`src/rtl/spart_tx_if.sv`:
```
// SPART transmit bus interface.
// Groups the bus-driver cycle signals and the tbr flow-control return.
//   iocs    : chip select from driver
//   iorw    : 1 = read, 0 = write
//   ioaddr  : 00 TX data, 01 status, 10 divisor low, 11 divisor high
//   databus : write data from driver
//   tbr     : 1 = transmit buffer empty, a TX write is accepted
interface spart_tx_if;
    logic       iocs;
    logic       iorw;
    logic [1:0] ioaddr;
    logic [7:0] databus;
    logic       tbr;

    modport master (output iocs, iorw, ioaddr, databus, input tbr);
    modport slave  (input iocs, iorw, ioaddr, databus, output tbr);
endinterface

```
`src/rtl/spart_tx.sv`:
```
// SPART transmitter: decodes driver bus cycles, holds a 16-bit baud
// divisor, generates the oversample tick and serialises 8N1 frames.
//   clk       : system clock
//   rst       : synchronous, active-high reset
//   bus       : driver bus (slave side), tbr returned as flow control
//   txd       : serial output, idle high, registered
//   baud_tick : one-cycle oversample strobe for the receiver
module spart_tx #(
    parameter logic [15:0] DIV_RESET  = 16'd325,
    parameter int unsigned OVERSAMPLE = 16
) (
    input  logic       clk,
    input  logic       rst,
    spart_tx_if.slave  bus,
    output logic       txd,
    output logic       baud_tick
);

    localparam int unsigned TW = (OVERSAMPLE > 1) ? $clog2(OVERSAMPLE) : 1;

    typedef enum logic [1:0] {IDLE, START, DATA, STOP} state_e;

    state_e        state_q, state_d;
    logic [15:0]   div_q, div_d;
    logic [15:0]   cnt_q, cnt_d;
    logic [TW-1:0] tcnt_q, tcnt_d;
    logic [2:0]    idx_q, idx_d;
    logic [7:0]    shift_q, shift_d;
    logic [7:0]    tbuf_q, tbuf_d;
    logic          full_q, full_d;
    logic          txd_q, txd_d;

    logic          div_wr, tx_wr, tick, bit_end, load;
    logic [15:0]   div_eff;

    assign tick      = (cnt_q <= 16'd1);
    assign baud_tick = tick;
    assign bit_end   = tick && (tcnt_q == TW'(OVERSAMPLE - 1));
    assign bus.tbr   = ~full_q;
    assign txd       = txd_q;

    always_comb begin
        state_d = state_q;
        div_d   = div_q;
        tcnt_d  = tcnt_q;
        idx_d   = idx_q;
        shift_d = shift_q;
        tbuf_d  = tbuf_q;
        full_d  = full_q;
        load    = 1'b0;

        // Divisor bytes load regardless of iorw.
        div_wr = bus.iocs && bus.ioaddr[1];
        if (div_wr) begin
            if (bus.ioaddr[0]) div_d[15:8] = bus.databus;
            else               div_d[7:0]  = bus.databus;
        end
        div_eff = (div_d == 16'd0) ? 16'd1 : div_d;

        tx_wr = bus.iocs && !bus.iorw && (bus.ioaddr == 2'b00) && !full_q;

        if (state_q != IDLE && tick)
            tcnt_d = bit_end ? '0 : tcnt_q + TW'(1);

        case (state_q)
            IDLE: begin
                if (full_q) begin
                    load    = 1'b1;
                    state_d = START;
                end
            end
            START: begin
                if (bit_end) begin
                    state_d = DATA;
                    idx_d   = '0;
                end
            end
            DATA: begin
                if (bit_end) begin
                    if (idx_q == 3'd7) state_d = STOP;
                    else               idx_d   = idx_q + 3'd1;
                end
            end
            STOP: begin
                if (bit_end) begin
                    // Chain straight into the next frame when a byte is waiting.
                    if (full_q) begin
                        load    = 1'b1;
                        state_d = START;
                    end else begin
                        state_d = IDLE;
                    end
                end
            end
            default: state_d = IDLE;
        endcase

        if (load) begin
            shift_d = tbuf_q;
            full_d  = 1'b0;
            tcnt_d  = '0;
        end
        // Cannot coincide with load: a write needs an empty buffer.
        if (tx_wr) begin
            tbuf_d = bus.databus;
            full_d = 1'b1;
        end

        // Reload on tick, on any divisor write, and on leaving IDLE so the
        // start bit begins with a full divisor period.
        if (tick || div_wr || (load && state_q == IDLE)) cnt_d = div_eff;
        else                                             cnt_d = cnt_q - 16'd1;

        case (state_d)
            START:   txd_d = 1'b0;
            DATA:    txd_d = shift_d[idx_d];
            default: txd_d = 1'b1;
        endcase
    end

    always_ff @(posedge clk) begin
        if (rst) begin
            state_q <= IDLE;
            div_q   <= DIV_RESET;
            cnt_q   <= DIV_RESET;
            tcnt_q  <= '0;
            idx_q   <= '0;
            shift_q <= '0;
            tbuf_q  <= '0;
            full_q  <= 1'b0;
            txd_q   <= 1'b1;
        end else begin
            state_q <= state_d;
            div_q   <= div_d;
            cnt_q   <= cnt_d;
            tcnt_q  <= tcnt_d;
            idx_q   <= idx_d;
            shift_q <= shift_d;
            tbuf_q  <= tbuf_d;
            full_q  <= full_d;
            txd_q   <= txd_d;
        end
    end

endmodule

```
`src/flat_wrapper.sv`:
```
// flat-port wrapper written by rule: the top's interface ports become plain ports
module spart_tx_flat 
#(
    parameter logic [15:0] DIV_RESET  = 16'd325,
    parameter int unsigned OVERSAMPLE = 16
)
  (clk, rst, txd, baud_tick, bus_iocs, bus_iorw, bus_ioaddr, bus_databus, bus_tbr);
  spart_tx_if bus_i ();
  input  logic clk;
  input  logic rst;
  output logic txd;
  output logic baud_tick;
  input wire logic [$bits(bus_i.iocs)-1:0] bus_iocs;
  input wire logic [$bits(bus_i.iorw)-1:0] bus_iorw;
  input wire logic [$bits(bus_i.ioaddr)-1:0] bus_ioaddr;
  input wire logic [$bits(bus_i.databus)-1:0] bus_databus;
  output wire logic [$bits(bus_i.tbr)-1:0] bus_tbr;
  assign bus_i.iocs = bus_iocs;
  assign bus_i.iorw = bus_iorw;
  assign bus_i.ioaddr = bus_ioaddr;
  assign bus_i.databus = bus_databus;
  assign bus_tbr = bus_i.tbr;
  spart_tx #(.DIV_RESET(DIV_RESET), .OVERSAMPLE(OVERSAMPLE)) u_core (.clk(clk), .rst(rst), .bus(bus_i), .txd(txd), .baud_tick(baud_tick));
endmodule
```
`config.mk`:
```
export PLATFORM = sky130hd
export DESIGN_NAME = spart_tx_flat
export DESIGN_NICKNAME = d
export VERILOG_FILES = /design/src/rtl/spart_tx_if.sv /design/src/rtl/spart_tx.sv /design/src/flat_wrapper.sv
export SDC_FILE = /design/constraint.sdc
export NUM_CORES = 1
export LEC_CHECK = 0
export CAP_MARGIN = 25
export CORE_MARGIN = 3
export CORE_UTILIZATION = 55
export DETAILED_ROUTE_END_ITERATION = 8
export HOLD_SLACK_MARGIN = 0.1
export PLACE_DENSITY = 0.84
export SLEW_MARGIN = 25
export SYNTH_ARGS = -nofsm -noshare
export SYNTH_HDL_FRONTEND = slang
export SYNTH_SLANG_ARGS = --single-unit
```
`constraint.sdc`:
```
create_clock -name clk -period 6.35 [get_ports clk]
set_clock_uncertainty 0.2 [all_clocks]
set_input_delay 1.27 -clock clk [delete_from_list [all_inputs] [get_ports clk]]
set_output_delay 1.27 -clock clk [all_outputs]
set_load 0.01 [all_outputs]
```
== Word level (Yosys, flattened, before mapping) ==
Cells that the tools add are included.
Word-level totals
  input bits: 14
  memories kept: 0
  logic and storage cells: 65
  output and inout port bits: 3
  bits in read-only memories: 0
  RAM bits: 0
  bits in latches: 0
  register bits: 59
Operators by class
  eq/ne operators: 7
  divide/modulo/power cells: 0
  shift operators: 0
  reductions and logical operators: 17
  $mul: 0
  $add $sub $neg: 3
  muxes and demuxes: 26
  order comparisons: 2
  bitwise logic cells: 1
Operators with widths (number)
  two-way mux 16 bit: 3
  two-way mux 8 bit: 3
  less-or-equal comparator 16 x 1 -> 1 bit (second input constant): 1
  logical NOT 16 bit: 1
  subtractor 16 x 1 -> 16 bit (second input constant): 1
  two-way mux 2 bit: 5
  two-way mux 3 bit: 3
  case mux 2 bit (4 select lines): 1
  logical AND 1 bit: 7
  == test 2 bit (second input constant): 3
  two-way mux 1 bit: 6
  case mux 3 bit (2 select lines): 1
  adder 4 x 1 -> 4 bit (second input constant): 1
  == test 2 x 1 -> 1 bit (second input constant): 2
  == test 4 bit (second input constant): 1
  logical NOT 2 bit: 2
  less-than comparator 3 x 4 -> 1 bit (second input constant): 1
  two-way mux 4 bit: 1
  case mux 1 bit (2 select lines): 2
  nonzero test 2 bit: 2
  adder 3 x 1 -> 3 bit (second input constant): 1
  binary-select mux 1 bit (select 3 bit): 1
  == test 3 bit (second input constant): 1
  logical NOT 1 bit: 2
  3 further kinds: 4

== Logic depth before layout (Yosys ltp) ==
Gate-level depths: netlist of the first run.
  depth in word-level cells: 8
  depth in mapped cells: 12
  mapped depth without buffers: 10

== Worst setup path before layout of the first run ==
No wires, ideal clock.
  kind: reg2reg
  start point: register u_core.cnt_q[5]
  end point: register u_core.txd_q, in the netlist u_core.txd
  clock period less this slack: 3.219 ns
  library setup time: 0.132 ns
  stages on the path, launching flop included: 10
  setup slack: 3.131 ns
  data required time: 6.018 ns
  arrival: 2.887 ns
  buffers on the path: 1
  cell sequence: dfxtp_1 -> or4_4 -> or4b_1 -> or4b_1 -> o211a_1 -> buf_6 -> mux2_4 -> and3_1 -> o31ai_1 -> a22oi_1
Between the ends
  word-level cells in the longest chain between the ends: 8
RTL lines
  start, declared: line spart_tx.sv:25  | logic [15:0] cnt_q, cnt_d;
  start signal, assigned: line spart_tx.sv:135  | cnt_q <= cnt_d;
  less-or-equal comparator 16 x 1 -> 1 bit (*): line spart_tx.sv:36  | assign tick = (cnt_q <= 16'd1);
  logical AND 1 bit (*): line spart_tx.sv:38  | assign bit_end = tick && (tcnt_q == TW'(OVERSAMPLE - 1));
  two-way mux 1 bit: line spart_tx.sv:85  | if (bit_end) begin
  case mux 1 bit (2 select lines): line spart_tx.sv:65  | case (state_q)
  two-way mux 8 bit: line spart_tx.sv:98  | if (load) begin
  binary-select mux 1 bit (select 3 bit): line spart_tx.sv:116  | DATA: txd_d = shift_d[idx_d];
  two-way mux 1 bit (implied by the code): line spart_tx.sv:116
  case mux 1 bit (2 select lines) (*): line spart_tx.sv:114  | case (state_d)
  end signal, assigned: line spart_tx.sv:141  | txd_q <= txd_d;
  end, declared: line spart_tx.sv:31  | logic txd_q, txd_d;
Every way passes the cells marked *; elsewhere a longest branch is shown, timed or not. The select of a mux whose other input is x is not followed.
A chain may end at the register's enable or synchronous reset.

== Worst setup path in the final report of the first run ==
  start point: register u_core.cnt_q[4]
  end point: output port baud_tick
Between the ends
  word-level cells in the longest chain between the ends: 1
RTL lines
  less-or-equal comparator 16 x 1 -> 1 bit: line spart_tx.sv:36
  end, declared: line flat_wrapper.sv:12  | output logic baud_tick;
Every way passes these cells.

==> impl_metrics.env, run 1 <==
export IMPL_status="finished, final reports clean"
export IMPL_crit_type="reg -> out"
export IMPL_final_util_pct=66.9
export IMPL_yosysMostFrequentCell="dfxtp_1"
export IMPL_cts_hold_buf=0
export IMPL_post_route_period_util_pct=66.1
export IMPL_sw_frac_of_total_pct=27.8
export IMPL_drive_gt1_share_pct=6.98
export IMPL_hold_viol=0
export IMPL_power_density_mw_per_mm2=260
export IMPL_tns_ns=0
export IMPL_synth_flop_cell="dfxtp_1"
export IMPL_netSwitchingPower_mw=0.236
export IMPL_cts_tree="done"
export IMPL_cts_max_path_buffers=2
export IMPL_cp_data_arrival_time_ns=2.73
export IMPL_postCtsSetupBuffers=0
export IMPL_row_count=25
export IMPL_syn_inst=326
export IMPL_drt_first_iter_violations=157
export IMPL_initial_core_util_pct=58.8
export IMPL_grt_pass1_vias=2303
export IMPL_wl_per_cell_um=15.5
export IMPL_h_tree_depth=3
export IMPL_core_area_mm2=0.00488
export IMPL_die_y_um=78.2
export IMPL_gp_congestion=0.935
export IMPL_relSlewSlack_pct=38.6
export IMPL_internal_power_mw=0.614
export IMPL_dp_hpwl_um=4500
export IMPL_clkSinkCount=59
export IMPL_numCtsBuffers=9
export IMPL_clock_fmax_mhz=238
export IMPL_r2r_cells=8
export IMPL_io_pins=17
export IMPL_root_buffer="clkbuf_8"
export IMPL_avgViaCountPerCell=5.84
export IMPL_wl_um=6380
export IMPL_setup_viol=0
export IMPL_postRouteAntennaNets=0
export IMPL_maxSlewViolCount=0
export IMPL_sequentialPowerShare_pct=47.2
export IMPL_port_buffers=16
export IMPL_synth_edff_count=0
export IMPL_syn_area_mm2=0.00287
export IMPL_crit_required_ns=4.88
export IMPL_hold_class="reg -> reg"
export IMPL_synth_top_area_cell="dfxtp_1"
export IMPL_drcViolationCount=0
export IMPL_finalWorstPathRequiredPeriod_ns=4.20
export IMPL_grt_antenna_before_repair=0
export IMPL_drt_pass1_iterations=4
export IMPL_min_delay_path_depth=2
export IMPL_num_vias=2400
export IMPL_yosysUniqueCellTypes=51
export IMPL_ys_seq_area_share_pct=41.2
export IMPL_synth_area_top_cells="dfxtp_1 (41%), mux2i_1 (12%), nor2_1 (6.4%)"
export IMPL_fp_dieW_um=78.2
export IMPL_worst_slew_pin_slew_ns=0.918
export IMPL_nets=361
export IMPL_ys_seq_elements=59
export IMPL_synthArstFlopShare_pct=0
export IMPL_ctsResizeCount=0
export IMPL_endpoint_kind="output pin"
export IMPL_path_clk_slew_ns=0.07
export IMPL_rsz0062_at_grt="false"
export IMPL_stdcell_count=411
export IMPL_track_usage_pct=22.1
export IMPL_overflow=0
export IMPL_placed_cells=395
export IMPL_design_area_mm2=0.00327
export IMPL_synth_top_area_share_pct=41.2
export IMPL_grt_max_degree=54
export IMPL_syn_num_nets=348
export IMPL_peakVddDrop_mv=0.174
export IMPL_clk_latency_ns=0.35
export IMPL_grt_pass1_wl_um=10600
export IMPL_yosysWarnings=0
export IMPL_die_area_mm2=0.00612
export IMPL_power_share_clock_pct=40.7
export IMPL_syn2layout_area_growth_pct=13.9
export IMPL_antenna_cells=0
export IMPL_avgSynthCellArea_um2=8.80
export IMPL_crit_path_start_kind="register"
export IMPL_crit_fanout=11
export IMPL_postPlaceCellArea_mm2=0.00306
export IMPL_comb_power_share_pct=12.1
export IMPL_leakagePower_nw=1.36
export IMPL_synth_common_cells="dfxtp_1 (59), nor2_1 (49), mux2i_1 (35)"
export IMPL_drv_cap=0
## final cells by class
type / instances / area (µm²)
timing repair buffer: 18 / 175
tap: 67 / 83.8
clock inverter: 7 / 77.6
multi-input combinational: 243 / 1590
sequential: 59 / 1180
clock buffer: 9 / 124
fill: 407 / 1610
inverter: 8 / 30.0
## power groups by stage
stage	sequential, mW	clock (mW)	combinational [mW]
final	0.401	0.346	0.103
after global routing	0.403	0.366	0.113
after CTS	0.401	0.350	0.102
after detailed placement	0.410	0	0.101
after global placement	0.409	0	0.0985
after floorplan	0.407	0	0.0690
## routing by layer
layer	GRT usage, %	wire, µm
met1	26.6	2890
met2	36.4	3030
met3	4.36	262
met4	13.5	197
met5	0	0
## placed cells by master (no fill, tap or decap), types with 3 or more instances in the layout
| cell type | netlist | final |
|---|---|---|
| dfxtp_1 | 59 | 59 |
| nor2_1 | 49 | 49 |
| mux2i_1 | 35 | 35 |
| nand2_1 | 31 | 31 |
| clkdlybuf4s50_1 | 0 | 16 |
| nor3_1 | 14 | 14 |
| a21oi_1 | 12 | 12 |
| xor2_1 | 11 | 11 |
| clkbuf_8 | 0 | 9 |
| inv_1 | 8 | 8 |
| nand2b_1 | 8 | 8 |
| ha_1 | 8 | 8 |
| nor4_1 | 7 | 6 |
| nand3_1 | 6 | 6 |
| a211oi_1 | 6 | 6 |
| o22a_1 | 6 | 6 |
| o21ai_0 | 5 | 5 |
| clkinvlp_4 | 0 | 4 |
| and3_1 | 3 | 3 |
| o21ai_1 | 3 | 3 |
## final timing paths
kind	from	end	slack, ns
max	u_core.cnt_q[4]	baud_tick	2.15
min	u_core.tbuf_q[3]	u_core.tbuf_q[3]	0.30
max reg2reg	u_core.cnt_q[4]	u_core.txd	2.65
min reg2reg	u_core.tbuf_q[3]	u_core.tbuf_q[3]	0.30
## critical path, stage by stage (launching register included)
cell	delay [ns]
dfxtp_1	0.36
or4_4	0.54
or4b_1	0.71
nor2_1	0.22
clkdlybuf4s50_1	0.56
## registers in the layout (all words and copies together) (netlist names)
name / cells
u_core.cnt_q: 16
u_core.div_q: 16
u_core.full_q: 1
u_core.idx_q: 3
u_core.shift_q: 8
u_core.state_q: 2
u_core.tbuf_q: 8
u_core.tcnt_q: 4
u_core.txd: 1
## through the flow
step                worst slack, ns  power (mW)  hold slack [ns]
floorplan                      3.13       0.476            0.255
global placement               2.56       0.507            0.276
detailed placement             2.52       0.511            0.282
CTS                            2.14       0.853            0.301
global route                   2.02       0.882            0.320
finish                         2.15       0.850            0.297
## kinds of logic (layout without fill, tap and decap cells)
group / after synthesis / after routing / share of synthesized area [%]
multiplexers: 37 / 37 / 13.1
XOR/XNOR: 13 / 13 / 3.97
adder cells (fa/ha/maj): 8 / 8 / 3.49
buffers and inverters: 24 / 42 / 3.45
AO/OA/AOI/OAI: 53 / 53 / 13.3
AND/OR/NAND/NOR: 132 / 132 / 21.5
flip-flops: 59 / 59 / 41.2
Power figures use the tool's default switching activity.
==> run 2, diff against run 1 <==
--- a/config.mk
+++ b/config.mk
@@ -7,7 +7,7 @@
 export LEC_CHECK = 0
 export CAP_MARGIN = 25
 export CORE_MARGIN = 3
-export CORE_UTILIZATION = 55
+export CORE_UTILIZATION = 53
 export DETAILED_ROUTE_END_ITERATION = 8
 export HOLD_SLACK_MARGIN = 0.1
 export PLACE_DENSITY = 0.84
==> constraint.sdc (replaced) <==
create_clock -name clk -period 3.8 [get_ports clk]
set_clock_uncertainty 0.2 [all_clocks]
set_input_delay 0.76 -clock clk [delete_from_list [all_inputs] [get_ports clk]]
set_output_delay 0.76 -clock clk [all_outputs]
set_load 0.01 [all_outputs]
==> impl_metrics.env, run 2 (same netlist as run 1, synthesis figures left out) <==
export IMPL_drive_gt1_share_pct=7.45
export IMPL_h_tree_depth=3
export IMPL_final_common_cell="dfxtp_1"
export IMPL_gp_congestion=0.860
export IMPL_maxSlewViolCount=0
export IMPL_cts_max_path_buffers=2
export IMPL_maxUsedRoutingLayer="met4"
export IMPL_min_delay_path_depth=2
export IMPL_worst_r2r_startpoint="u_core.cnt_q[4]"
export IMPL_clock_fmax_mhz=274
export IMPL_dp_hpwl_um=4690
export IMPL_grt_max_degree=40
export IMPL_hold_viol=0
export IMPL_core_area_mm2=0.00517
export IMPL_overflow=0
export IMPL_postRouteAntennaNets=0
export IMPL_antenna_cells=0
export IMPL_track_usage_pct=22.3
export IMPL_layout_common_cells="dfxtp_1 (59), nor2_1 (49), mux2i_1 (35), nand2_1 (31), clkdlybuf4s50_1 (16)"
export IMPL_port_buffers=16
export IMPL_cp_data_arrival_time_ns=2.68
export IMPL_root_buffer="clkbuf_8"
export IMPL_io_pins=17
export IMPL_endpoint_kind="output pin"
export IMPL_syn2layout_area_growth_pct=14.3
export IMPL_postPlaceCellArea_mm2=0.00311
export IMPL_die_y_um=79.6
export IMPL_peakVddDrop_mv=0.327
export IMPL_path_clk_slew_ns=0.06
export IMPL_largestRegisters="u_core.cnt_q: 16 flops, u_core.div_q: 16 flops"
export IMPL_setup_viol=0
export IMPL_crit_required_ns=2.84
export IMPL_crit_fanout=10
export IMPL_final_util_pct=63.4
export IMPL_cts_tree="done"
export IMPL_wl_met1_um=2910
export IMPL_initial_core_util_pct=55.4
export IMPL_leakagePower_nw=1.38
export IMPL_multi_input_area_mm2=0.00159
export IMPL_post_route_period_util_pct=95.9
export IMPL_relSlewSlack_pct=52.0
export IMPL_r2r_slack_ns=0.34
export IMPL_worst_slew_pin_slew_ns=0.716
export IMPL_min_from="u_core.div_q[3]"
export IMPL_r2r_end="u_core.txd"
export IMPL_ctsResizeCount=0
export IMPL_grt_antenna_before_repair=0
export IMPL_wl_met2_um=3120
export IMPL_fp_dieW_um=79.6
export IMPL_regArea_mm2=0.00118
export IMPL_wl_per_cell_um=15.4
export IMPL_finalWorstPathRequiredPeriod_ns=3.64
export IMPL_clk_latency_ns=0.35
export IMPL_crit_type="reg -> out"
export IMPL_grt_pass1_wl_um=10900
export IMPL_hold_class="reg -> reg"
export IMPL_crit_path_start_kind="register"
export IMPL_numCtsBuffers=9
export IMPL_wl_um=6470
export IMPL_rsz0062_at_grt="false"
export IMPL_tns_ns=0
export IMPL_power_density_mw_per_mm2=412
export IMPL_drv_cap=0
export IMPL_route_met3_wl_um=308
export IMPL_clkSinkCount=59
export IMPL_die_area_mm2=0.00633
export IMPL_hold_end="u_core.div_q[3]"
export IMPL_num_vias=2422
export IMPL_fillCellCount=438
export IMPL_drt_pass1_iterations=5
export IMPL_r2r_cells=9
export IMPL_hold_ws_ns=0.297
export IMPL_cts_hold_buf=0
export IMPL_status="finished, final reports clean"
export IMPL_grt_pass1_vias=2364
export IMPL_drcViolationCount=0
export IMPL_avgViaCountPerCell=5.78
export IMPL_drt_first_iter_violations=173
export IMPL_row_count=26
export IMPL_design_area_mm2=0.00328
export IMPL_postCtsSetupBuffers=0
export IMPL_nets=366
run 2: worst max-delay path by stage:
stage	to	cells past startpoint	slack (ns)	startpoint
3_5_place_dp	u_core.txd	9	0.37	u_core.cnt_q[5]
4_1_cts	baud_tick	5	0.14	u_core.cnt_q[5]
5_1_grt	baud_tick	5	0.06	u_core.cnt_q[4]
2_1_floorplan	u_core.txd	9	0.58	u_core.cnt_q[5]
6_report	baud_tick	5	0.16	u_core.cnt_q[4]
3_3_place_gp	u_core.txd	9	0.47	u_core.cnt_q[5]
run 2: per-layer routing:
layer,up-vias,GRT usage (%)
met5,-,0
met4,0,9.11
met3,13,5.30
li1,1195,-
met2,56,38.6
met1,1158,26.3
run 2: worst max-delay path: stages (launching register included):
cell,delay (ns)
dfxtp_1,0.35
or4_4,0.55
or4b_1,0.54
buf_4,0.19
nor2_1,0.14
clkdlybuf4s50_1,0.56
run 2: per-stage QoR:
step | power [mW] | worst slack, ns | cells
final | 1.35 | 0.156 | 419
after global routing | 1.41 | 0.0588 | 419
after CTS | 1.35 | 0.144 | 419
after detailed placement | 0.856 | 0.366 | 403
after global placement | 0.851 | 0.467 | 403
after floorplan | 0.795 | 0.581 | 326
run 2: layout make-up:
type | count | share of cell area (%)
Timing Repair Buffer | 23 | 6.49
Multi-Input combinational cell | 243 | 48.6
Tap cell | 70 | 2.67
Inverter | 8 | 0.916
Clock buffer | 14 | 4.96
Clock inverter | 2 | 0.305
Sequential cell | 59 | 36.0
run 2: power breakdown:
part	leakage, nW	total, mW	internal, mW	switching [mW]
combinational	0.811	0.174	0.0759	0.0985
sequential	0.480	0.672	0.648	0.0234
clock	0.0905	0.505	0.270	0.234
total	1.38	1.35	0.995	0.356
